### config.mk
export PLATFORM = sky130hd
export DESIGN_NAME = sim_halt_monitor_flat
export DESIGN_NICKNAME = d
export VERILOG_FILES = /design/src/rtl/sim_halt_monitor_if.sv /design/src/rtl/sim_halt_monitor.sv /design/src/flat_wrapper.sv
export SDC_FILE = /design/constraint.sdc
export NUM_CORES = 1
export LEC_CHECK = 0
export CAP_MARGIN = 20
export CORE_AREA = 4 4 139 141
export DETAILED_ROUTE_END_ITERATION = 8
export DIE_AREA = 0 0 143 145
export PLACE_DENSITY = 0.8
export SYNTH_ARGS = -nofsm -noshare
export SYNTH_HDL_FRONTEND = slang
export SYNTH_SLANG_ARGS = --single-unit
### constraint.sdc
create_clock -name clk -period 2.7 [get_ports clk]
set_input_delay 0.27 -clock clk [delete_from_list [all_inputs] [get_ports clk]]
set_output_delay 0.27 -clock clk [all_outputs]
set_load 0.005 [all_outputs]
### src/rtl/sim_halt_monitor_if.sv
// Observation bus between the riscvpipeline CPU/memory signals and sim_halt_monitor.
// The master drives the CPU-side signals; the monitor (slave) drives the status outputs.
interface sim_halt_monitor_if #(
  parameter int CNT_W = 32
) ();
  logic [31:0]      pc;
  logic [31:0]      instr;
  logic [31:0]      addr;
  logic [31:0]      writedata;
  logic             memwrite;

  logic [1:0]       state;
  logic             done;
  logic             timeout;
  logic [CNT_W-1:0] cycle_count;
  logic [CNT_W-1:0] fetch_count;
  logic [CNT_W-1:0] store_count;
  logic [31:0]      halt_pc;
  logic [31:0]      exit_code;

  modport master (
    output pc, instr, addr, writedata, memwrite,
    input  state, done, timeout, cycle_count, fetch_count, store_count,
           halt_pc, exit_code
  );

  modport slave (
    input  pc, instr, addr, writedata, memwrite,
    output state, done, timeout, cycle_count, fetch_count, store_count,
           halt_pc, exit_code
  );
endinterface

### src/rtl/sim_halt_monitor.sv
// Observe-only run monitor: counts cycles/fetches/stores, halts on EBREAK after a drain
// window, watchdog timeout. Optional tohost exit via macro SIM_HALT_MONITOR_TOHOST_EN.
module sim_halt_monitor #(
  parameter int          CNT_W        = 32,
  parameter int unsigned DRAIN_CYCLES = 4,
  parameter int unsigned MAX_CYCLES   = 5000,
  parameter logic [31:0] TOHOST_ADDR  = 32'h0000_0FFC
) (
  input  logic               clk,
  input  logic               reset,
  sim_halt_monitor_if.slave  bus
);

  localparam logic [1:0]  ST_RUN     = 2'b00;
  localparam logic [1:0]  ST_DRAIN   = 2'b01;
  localparam logic [1:0]  ST_DONE    = 2'b10;
  localparam logic [1:0]  ST_TIMEOUT = 2'b11;
  localparam logic [31:0] EBREAK     = 32'h0010_0073;
  localparam int          DW         = (DRAIN_CYCLES < 1) ? 1 : $clog2(DRAIN_CYCLES + 1);
  localparam logic [DW-1:0] DRAIN_INIT = DW'(DRAIN_CYCLES);

  logic [1:0]       state_q, state_d;
  logic [DW-1:0]    drain_q, drain_d;
  logic [CNT_W-1:0] cycle_q, cycle_d;
  logic [CNT_W-1:0] fetch_q, fetch_d;
  logic [CNT_W-1:0] store_q, store_d;
  logic [31:0]      pc_q;
  logic [31:0]      halt_pc_q, halt_pc_d;
  logic [31:0]      exit_q, exit_d;
  logic             active, watchdog, tohost, count_en;

  function automatic logic [CNT_W-1:0] sat_inc(input logic [CNT_W-1:0] v, input logic en);
    if (en && (v != '1)) return v + CNT_W'(1);
    return v;
  endfunction

  always_comb begin
    active   = (state_q == ST_RUN) || (state_q == ST_DRAIN);
    watchdog = active && (64'(cycle_q) == 64'(MAX_CYCLES));
`ifdef SIM_HALT_MONITOR_TOHOST_EN
    tohost   = active && bus.memwrite && (bus.addr == TOHOST_ADDR);
`else
    tohost   = 1'b0;
`endif
    // The watchdog edge itself is not counted, so cycle_count stops exactly at MAX_CYCLES.
    count_en = active && !watchdog;

    cycle_d   = sat_inc(cycle_q, count_en);
    fetch_d   = sat_inc(fetch_q, count_en && (bus.pc != pc_q));
    store_d   = sat_inc(store_q, count_en && bus.memwrite);
    state_d   = state_q;
    drain_d   = drain_q;
    halt_pc_d = halt_pc_q;
    exit_d    = exit_q;

    if (watchdog) begin
      state_d = ST_TIMEOUT;
    end else if (tohost) begin
      state_d = ST_DONE;
`ifdef SIM_HALT_MONITOR_TOHOST_EN
      exit_d  = bus.writedata;
`endif
    end else if (state_q == ST_RUN) begin
      if (bus.instr == EBREAK) begin
        state_d   = ST_DRAIN;
        halt_pc_d = bus.pc;
        drain_d   = DRAIN_INIT;
      end
    end else if (state_q == ST_DRAIN) begin
      if (drain_q == '0) state_d = ST_DONE;
      else               drain_d = drain_q - DW'(1);
    end
  end

`ifndef SIM_HALT_MONITOR_TOHOST_EN
  logic unused_tohost;
  assign unused_tohost = ^{bus.addr, bus.writedata, TOHOST_ADDR};
`endif

  always_ff @(posedge clk) begin
    if (!reset) begin
      state_q   <= ST_RUN;
      drain_q   <= '0;
      cycle_q   <= '0;
      fetch_q   <= '0;
      store_q   <= '0;
      pc_q      <= '0;
      halt_pc_q <= '0;
      exit_q    <= '0;
    end else begin
      state_q   <= state_d;
      drain_q   <= drain_d;
      cycle_q   <= cycle_d;
      fetch_q   <= fetch_d;
      store_q   <= store_d;
      pc_q      <= bus.pc;
      halt_pc_q <= halt_pc_d;
      exit_q    <= exit_d;
    end
  end

  assign bus.state       = state_q;
  assign bus.done        = state_q[1];
  assign bus.timeout     = (state_q == ST_TIMEOUT);
  assign bus.cycle_count = cycle_q;
  assign bus.fetch_count = fetch_q;
  assign bus.store_count = store_q;
  assign bus.halt_pc     = halt_pc_q;
  assign bus.exit_code   = exit_q;

endmodule

### src/flat_wrapper.sv
// flat-port wrapper written by rule: the top's interface ports become plain ports
module sim_halt_monitor_flat 
#(
  parameter int          CNT_W        = 32,
  parameter int unsigned DRAIN_CYCLES = 4,
  parameter int unsigned MAX_CYCLES   = 5000,
  parameter logic [31:0] TOHOST_ADDR  = 32'h0000_0FFC
)
  (clk, reset, bus_pc, bus_instr, bus_addr, bus_writedata, bus_memwrite, bus_state, bus_done, bus_timeout, bus_cycle_count, bus_fetch_count, bus_store_count, bus_halt_pc, bus_exit_code);
  sim_halt_monitor_if #(.CNT_W(CNT_W)) bus_i ();
  input  logic clk;
  input  logic reset;
  input wire logic [$bits(bus_i.pc)-1:0] bus_pc;
  input wire logic [$bits(bus_i.instr)-1:0] bus_instr;
  input wire logic [$bits(bus_i.addr)-1:0] bus_addr;
  input wire logic [$bits(bus_i.writedata)-1:0] bus_writedata;
  input wire logic [$bits(bus_i.memwrite)-1:0] bus_memwrite;
  output wire logic [$bits(bus_i.state)-1:0] bus_state;
  output wire logic [$bits(bus_i.done)-1:0] bus_done;
  output wire logic [$bits(bus_i.timeout)-1:0] bus_timeout;
  output wire logic [$bits(bus_i.cycle_count)-1:0] bus_cycle_count;
  output wire logic [$bits(bus_i.fetch_count)-1:0] bus_fetch_count;
  output wire logic [$bits(bus_i.store_count)-1:0] bus_store_count;
  output wire logic [$bits(bus_i.halt_pc)-1:0] bus_halt_pc;
  output wire logic [$bits(bus_i.exit_code)-1:0] bus_exit_code;
  assign bus_i.pc = bus_pc;
  assign bus_i.instr = bus_instr;
  assign bus_i.addr = bus_addr;
  assign bus_i.writedata = bus_writedata;
  assign bus_i.memwrite = bus_memwrite;
  assign bus_state = bus_i.state;
  assign bus_done = bus_i.done;
  assign bus_timeout = bus_i.timeout;
  assign bus_cycle_count = bus_i.cycle_count;
  assign bus_fetch_count = bus_i.fetch_count;
  assign bus_store_count = bus_i.store_count;
  assign bus_halt_pc = bus_i.halt_pc;
  assign bus_exit_code = bus_i.exit_code;
  sim_halt_monitor #(.CNT_W(CNT_W), .DRAIN_CYCLES(DRAIN_CYCLES), .MAX_CYCLES(MAX_CYCLES), .TOHOST_ADDR(TOHOST_ADDR)) u_core (.clk(clk), .reset(reset), .bus(bus_i));
endmodule
==> impl_metrics.tcl, run 1 <==
set metrics [dict create \
    grt_overflow 0 \
    cell_internal_pwr_mw 3.88 \
    hold_ws_ns 0.406 \
    vias 7205 \
    ios 295 \
    first_global_vias 6702 \
    first_pass_iters 7 \
    final_common_cell "clkdlybuf4s50_1" \
    cts_made_buffers 17 \
    synth_edf_count 0 \
    power.switching_mw 1.32 \
    cts_tree "built" \
    antennaDiodeCount 0 \
    fin_worst_skew_ns 0.0116 \
    die_w_um 143 \
    ctsHoldBuffers 0 \
    p_per_area_nw_per_um2 484 \
    r2r-end "u_core.bus.cycle_count[12]" \
    wirelength_um 20800 \
    min_period_over_period_pct 94.1 \
    synth-seq-cells 165 \
    cp-start-kind "flop" \
    cts.sinks 165 \
    rows 49 \
    cts-htree-levels 4 \
    vdd_drop_max_mv 0.420 \
    r2r_setup_slack_ns 0.16 \
    synth_cell_types 58 \
    initial_core_util_pct 44.8 \
    fin_setup_tns_ns 0 \
    layout-drive-gt1-share_pct 7.47 \
    drv_slew 0 \
    grt_util_all_layers_pct 19.6 \
    critPathRequiredTime_ns 3.05 \
    drc 0 \
    p_sw_share_pct 25.4 \
    fillCellCount 1546 \
    syn_area_per_cell_um2 8.91 \
    final_cell_mix "clkdlybuf4s50_1 (197), dfxtp_1 (165), nand2_1 (69), nor2_1 (65), mux2i_1 (62)" \
    die-area_um2 20700 \
    finalHoldViolations 0 \
    antenna_found_initial 0 \
    drv_cap 0 \
    syn2layout_area_growth_pct 33.5 \
    path_clk_slew_ns 0.07 \
    postRouteAntennaNets 0 \
    period_minus_slack_ns 2.54 \
    fp.dieH_um 145 \
    ys_seq_area_share_pct 41.0 \
    hold_end "u_core.bus.store_count[14]" \
    yosys.area.top_type "dfxtp_1" \
    io_buffers 198 \
    cts_resized 0 \
    design.core.area_um2 18000 \
    synth_area_leaders "dfxtp_1 (41%), mux2i_1 (7.7%), xor2_1 (3.7%), buf_4 (3.3%), a21oi_1 (3.2%)" \
    async_reset_ff_share_pct 0 \
    cp_max_fo 10 \
    finalPower_mw 5.20 \
    slew_headroom_pct 37.7 \
    dp_hpwl_um 14500 \
    synth_cells 904 \
    cp.arrival_ns 2.89 \
    clockPowerShare_pct 45.8 \
    leakage_nw 4.22 \
    reg2reg_from "u_core.bus.cycle_count[0]" \
    grt_max_degree 100 \
    clk_latency_ns 0.43 \
    crit_start "u_core.bus.cycle_count[0]" \
    setup_viol 0 \
    power_frac_comb_pct 6.2 \
    status "finished, final reports clean" \
    critPathCaptureType "flop" \
    finalNetCount 1235 \
    fmax_mhz 393 \
    cts_root_buffer "clkbuf_16" \
    post_cts_buffers 0 \
    avgRoutedWirePerCell_um 15.5 \
    hold_depth 3 \
    critPathKind "flop to flop" \
    hold_class "input port to flop" \
    routed_via_density 5.38 \
    synth_area_um2 8060 \
    synth_top_area_share_pct 41.0 \
    holdCritStartpoint "reset" \
    power.share.sequential_pct 47.9 \
    worst_pin_slew_ns 0.935 \
    synthFlopType "dfxtp_1" \
    drtIter0Drc 473 \
    gp_congestion 0.820 \
    clockBufferDepth 2 \
    yosysWarnings 0 \
    placed_cells 1308 \
    reg2regPathDepth 9 \
    stdcell_count 1340 \
    grt_pass1_wl_um 33700 \
    rsz0062_at_grt "no" \
]
==> flip-flops by register name, indices dropped and copies added (netlist names) <==
register,flops
u_core.bus.cycle_count,32
u_core.bus.fetch_count,32
u_core.bus.halt_pc,32
u_core.bus.state,2
u_core.bus.store_count,32
u_core.drain_q,3
u_core.pc_q,32
==> worst max path at each step <==
stage / end / slack (ns) / depth (start not counted)
2_1_floorplan: u_core.bus.fetch_count[11] / 0.61 / 10
3_3_place_gp: u_core.bus.fetch_count[24] / 0.21 / 7
3_5_place_dp: u_core.bus.cycle_count[12] / 0.16 / 9
4_1_cts: u_core.bus.cycle_count[12] / 0.14 / 9
5_1_grt: u_core.bus.cycle_count[12] / 0.01 / 9
6_report: u_core.bus.cycle_count[12] / 0.16 / 9
==> worst max-delay path, stage by stage, from the launching register on <==
cell and delay [ns]:
dfxtp_1 0.39, inv_1 0.09, ha_1 0.22, nor4b_1 0.14, nand4_1 0.12, o21a_1 0.41
buf_4 0.21, nand3_2 0.16, or4_2 0.58, a21oi_1 0.15
==> synth_stat cells (all sizes together), types with 16 or more instances <==
library cell,count
nand4,35
and2,34
buf,51
nor4,25
nand2,69
a21oi,52
o31ai,23
nor3,16
nand3,44
xor2,34
or4,26
or3,18
nor2,65
inv,20
clkbuf,26
dfxtp,165
nand2b,28
o21ai,22
and3,19
mux2i,62
==> per-layer routing <==
layer,vias up,track usage [%],wire length (um)
li1,3561,-,-
met1,3357,25.2,9080
met2,265,31.6,9670
met3,22,6.19,1760
met4,0,5.42,254
met5,-,0,0
==> final cells by class <==
type                    instances  area [um^2]  share of cell area, %
repair buffers                222         2190                   20.4
inverters                      20         75.1                  0.698
clock buffers                  17          425                   3.96
multi-input cells             672         4310                   40.1
well taps                     229          287                   2.66
clock inverters                15          160                   1.49
flip-flops and latches        165         3300                   30.7
==> logic make-up after synthesis <==
family / after synthesis / share of synthesized area [%]
AO/OA/AOI/OAI: 114 / 8.99
adder cells (fa/ha/maj): 6 / 0.932
AND/OR/NAND/NOR: 410 / 29.1
multiplexers: 62 / 7.70
XOR/XNOR: 48 / 5.22
buffers and inverters: 98 / 6.97
other: 1 / 0.0465
flip-flops: 165 / 41.0
==> power by group through the flow <==
stage               clock [mW]  sequential (mW)  combinational, mW
floorplan                    0             2.55              0.176
global placement             0             2.55              0.319
detailed placement           0             2.55              0.324
CTS                       2.45             2.49              0.327
global route              2.54             2.49              0.360
finish                    2.38             2.49              0.325
==> metrics by stage <==
stage                     worst slack (ns)  instance area, um^2  util, %
after global placement               0.213                10200     56.6
after floorplan                      0.613                 8170        -
final                                0.158                10800     59.9
after CTS                            0.143                10800     59.9
after detailed placement             0.164                10200     56.6
after global routing                0.0121                10800     59.9
Power figures use the tool's default switching activity.
==> inputs of run 2 (changes only) <==
CORE_AREA = 4 4 138 140   (was 4 4 139 141)
CTS_BUF_LIST = sky130_fd_sc_hd__clkbuf_8   (was unset)
DIE_AREA = 0 0 142 144   (was 0 0 143 145)
PLACE_DENSITY = 0.81   (was 0.8)
==> run 2 against run 1 <==
Net effect: sequential share of layout area grew 0.51 points; die area is 1.4% lower; highest routed layer is now met5; largest cell class unchanged; combinational power about the same; first-iteration DRC count is 0.42% higher; cell count about the same.
==> impl_metrics.tcl, run 2 (synthesis results as in run 1) <==
set metrics [dict create \
    period_minus_slack_ns 2.54 \
    antennaDiodeCount 0 \
    critPathKind "flop to flop" \
    worst_pin_slew_ns 0.914 \
    critPathCaptureType "flop" \
    hold_end "u_core.bus.cycle_count[10]" \
    cp.arrival_ns 2.92 \
    power.switching_mw 1.23 \
    grt_max_degree 100 \
    fmax_mhz 394 \
    avgRoutedWirePerCell_um 15.6 \
    fin_util_pct 59.3 \
    drtIter0Drc 475 \
    grt_util_all_layers_pct 20.5 \
    fin_ws_ns 0.164 \
    p_per_area_nw_per_um2 440 \
    drc 0 \
    critPathRequiredTime_ns 3.09 \
    reg2reg_from "u_core.bus.cycle_count[0]" \
    die_w_um 142 \
    path_cells "inv_1, ha_1, nor4b_1, nand4_1, o21a_1, nand3_2, or4_2, a21oi_1" \
    final_common_cell "clkdlybuf4s50_1" \
    die-area_um2 20400 \
    initial_core_util_pct 45.2 \
    syn2layout_area_growth_pct 31.3 \
    wirelength_um 21000 \
    final_cell_mix "clkdlybuf4s50_1 (197), dfxtp_1 (165), nand2_1 (69), nor2_1 (65), mux2i_1 (62)" \
    drv_cap 0 \
    cp-start-kind "flop" \
    p_sw_share_pct 26.5 \
    crit_start "u_core.bus.cycle_count[0]" \
    power_frac_comb_pct 7.0 \
    reg2regPathDepth 8 \
    cts_made_buffers 17 \
    r2r-end "u_core.bus.cycle_count[12]" \
    rsz0062_at_grt "yes" \
    status "finished, final reports clean" \
    clockPowerShare_pct 39.5 \
    placed_cells 1309 \
    finalNetCount 1236 \
    layout-drive-gt1-share_pct 7.55 \
    cts_tree "built" \
    cell_internal_pwr_mw 3.42 \
    cts_root_buffer "clkbuf_8" \
    vdd_drop_max_mv 0.284 \
    rows 49 \
    first_pass_iters 5 \
    hold_depth 3 \
    gp_congestion 0.852 \
    place_ws_ns 0.103 \
    first_global_vias 6983 \
    leakage_nw 4.13 \
    cp_num_buf_inv 1 \
    finalPower_mw 4.66 \
    post_cts_buffers 0 \
    critPathTopFamily "simple AND/OR/NAND/NOR gates" \
    clk_latency_ns 0.45 \
    hold_class "input port to flop" \
    design.core.area_um2 17800 \
    cts.sinks 165 \
    min_period_over_period_pct 93.9 \
    finalHoldViolations 0 \
    r2r_setup_slack_ns 0.16 \
    slew_headroom_pct 39.0 \
    slowest_stage "or4_2" \
    grt_pass1_wl_um 34600 \
    stdcell_count 1341 \
    postRouteAntennaNets 0 \
    setup_viol 0 \
    clockBufferDepth 2 \
    antenna_found_initial 1 \
    routed_via_density 5.37 \
    fin_worst_skew_ns 0.0172 \
    path_clk_slew_ns 0.10 \
    io_buffers 198 \
    holdCritStartpoint "reset" \
    dp_hpwl_um 15100 \
    fp.dieH_um 144 \
    cp_max_fo 10 \
    cts_resized 0 \
    power.share.sequential_pct 53.6 \
    ios 295 \
    vias 7198 \
    grt_overflow 0 \
    ctsHoldBuffers 0 \
    cts-htree-levels 4 \
    critPathMaxStageDelay_ns 0.59 \
    drv_slew 0 \
]
==> run 2: worst max path at each step <==
stage                                 endpoint  slack (ns)  depth (start not counted)
floorplan           u_core.bus.fetch_count[11]        0.61                         10
global placement         u_core.bus.halt_pc[0]        0.11                          9
detailed placement      u_core.bus.halt_pc[30]        0.10                          9
CTS                  u_core.bus.fetch_count[9]        0.16                          9
global route             u_core.bus.halt_pc[1]      -0.006                          7
finish              u_core.bus.cycle_count[12]        0.16                          8
==> run 2: metal layers <==
metal	GRT usage [%]	wire length (um)
met1	26.4	9170
met2	33.7	10000
met3	5.95	1520
met4	5.61	251
met5	0	7
==> run 2: tightest hold or removal path: stages <==
cell      delay (ns)
buf_2           0.11
clkinv_2        0.20
a21oi_1         0.06
==> run 2: area by class of cell <==
cell class / count / area (um^2)
Clock buffer: 17 / 234
Timing Repair Buffer: 223 / 2190
Inverter: 20 / 76.3
Clock inverter: 15 / 180
Multi-Input combinational cell: 672 / 4310
Tap cell: 229 / 287
Fill cell: 1512 / 7260
Sequential cell: 165 / 3300
==> run 2: power by group through the flow <==
stage               clock [mW]  sequential [mW]  combinational [mW]
floorplan                    0             2.55               0.176
global placement             0             2.55               0.318
detailed placement           0             2.55               0.324
CTS                       1.89             2.49               0.327
global route              2.00             2.50               0.357
finish                    1.84             2.49               0.324
==> run 2: through the flow <==
step	setup TNS [ns]	area [um^2]	hold slack (ns)
floorplan	0	8170	0.392
global placement	0	10200	0.471
detailed placement	0	10200	0.475
CTS	0	10600	0.213
global route	-0.00971	10600	0.219
finish	0	10600	0.242
==> inputs of run 3 (changes only) <==
CORE_AREA = 4 4 182 184   (was 4 4 138 140)
DIE_AREA = 0 0 186 188   (was 0 0 142 144)
PLACE_DENSITY = unset   (was 0.81)
==> run 3 against run 2 <==
Net effect: first-iteration DRC count is 43% lower; sequential share of layout area is 0.91 points lower; die area is 71% higher; fmax is 3.1% higher; global-route usage is 7.9 points lower; via count is 1.1% lower; register-to-register slack better by 0.08 ns; clock power is 5% higher; critical path type unchanged; critical endpoint is now u_core.bus.cycle_count[25]; largest cell class unchanged; highest routed layer is now met4.
==> impl_metrics.tcl, run 3 (synthesis results as in run 1) <==
set metrics [dict create \
    slowest_stage "or4_1" \
    final_common_cell "clkdlybuf4s50_1" \
    cp-start-kind "flop" \
    final_cell_mix "clkdlybuf4s50_1 (197), dfxtp_1 (165), nand2_1 (69), nor2_1 (65), mux2i_1 (62)" \
    die_w_um 186 \
    antennaDiodeCount 0 \
    rsz0062_at_grt "no" \
    fin_util_pct 34.7 \
    critPathKind "flop to flop" \
    postRouteAntennaNets 0 \
    drv_cap 0 \
    design_area_um2 10900 \
    drc 0 \
    cts.sinks 165 \
    first_global_vias 6754 \
    avgRoutedWirePerCell_um 14.9 \
    routed_via_density 4.67 \
    io_buffers 198 \
    syn2layout_area_growth_pct 35.3 \
    cts_root_buffer "clkbuf_8" \
    finalPower_mw 4.77 \
    grt_overflow 0 \
    hold_ws_ns 0.221 \
    period_minus_slack_ns 2.46 \
    gp_congestion 0.773 \
    fin_worst_skew_ns 0.0238 \
    rows 65 \
    finalNetCount 1245 \
    vdd_drop_max_mv 0.265 \
    setup_viol 0 \
    path_clk_slew_ns 0.10 \
    drtIter0Drc 269 \
    first_pass_iters 4 \
    fp.dieH_um 188 \
    vias 7120 \
    finalHoldViolations 0 \
    fin_ws_ns 0.239 \
    cts_made_buffers 17 \
    critPathCaptureType "flop" \
    clockBufferDepth 2 \
    stdcell_count 1523 \
    status "finished, final reports clean" \
    grt_max_degree 79 \
    ctsHoldBuffers 0 \
    post_cts_buffers 0 \
    path_cells "inv_1, ha_1, nor4b_1, nand4_1, o21a_1, nand2_1, buf_12, or4_1, a21oi_1" \
    fmax_mhz 406 \
    clk_latency_ns 0.47 \
    placed_cells 1491 \
    hold_class "input port to flop" \
    dp_hpwl_um 16300 \
    wirelength_um 22600 \
    grt_util_all_layers_pct 12.6 \
    drv_slew 0 \
    fin_setup_tns_ns 0 \
    design.core.area_um2 31400 \
    die-area_um2 35000 \
    min_period_over_period_pct 91.1 \
    leakage_nw 4.20 \
    worst_pin_slew_ns 0.737 \
    place_ws_ns 0.0801 \
    cp.arrival_ns 2.84 \
    critPathMaxStageDelay_ns 0.48 \
    cts_resized 0 \
    grt_pass1_wl_um 35900 \
    initial_core_util_pct 25.7 \
    placed_area_um2 10500 \
    cp_max_fo 25 \
    layout-drive-gt1-share_pct 8.30 \
    cts-htree-levels 4 \
    fillCellCount 3207 \
    ios 295 \
    p_per_area_nw_per_um2 438 \
    slew_headroom_pct 50.9 \
    critPathRequiredTime_ns 3.07 \
    antenna_found_initial 0 \
    cts_tree "built" \
]
==> run 3: cell types whose count changed in the layout (fill, tap and decap cells not counted), sizes merged <==
cell	change
clkinvlp	-2
inv	-1
buf	+9
bufinv	+1
clkbuf	+2
==> run 3: worst paths after layout <==
check / cells past startpoint / slack [ns] / to / start
setup / recovery: 9 / 0.24 / u_core.bus.cycle_count[25] / u_core.bus.cycle_count[0]
hold / removal: 3 / 0.22 / u_core.bus.cycle_count[16] / reset
setup reg to reg: 9 / 0.24 / u_core.bus.cycle_count[25] / u_core.bus.cycle_count[0]
hold reg to reg: 2 / 0.49 / u_core.drain_q[1] / u_core.drain_q[1]
==> run 3: critical path: cells and delay by family, from the launching register on <==
kind / cells / cell delay [ns]
buffers and inverters: 2 / 0.28
and+or+nand+nor: 4 / 0.95
AOI/OAI and AO/OA: 2 / 0.61
adders and majority gates: 1 / 0.21
DFF: 1 / 0.34
==> run 3: layer usage <==
metal	routed length, um	vias up	global-route usage [%]
met3	1590	12	4.13
met5	0	-	0
met2	10400	187	20.5
met4	210	0	2.94
li1	-	3578	-
met1	10400	3343	16.3
==> run 3: power breakdown <==
part / internal, mW / switching [mW]
Combinational: 0.175 / 0.160
Sequential: 2.47 / 0.0218
Clock: 0.906 / 1.04
Total: 3.55 / 1.22
==> run 3: area by class of cell <==
cell class	instances	area, um^2	area share [%]
clock buffer	19	262	2.40
clock inverter	13	160	1.47
inverter	20	76.3	0.700
sequential	165	3300	30.3
timing repair buffer	232	2280	21.0
multi-input combinational	672	4310	39.5
tap	402	503	4.62
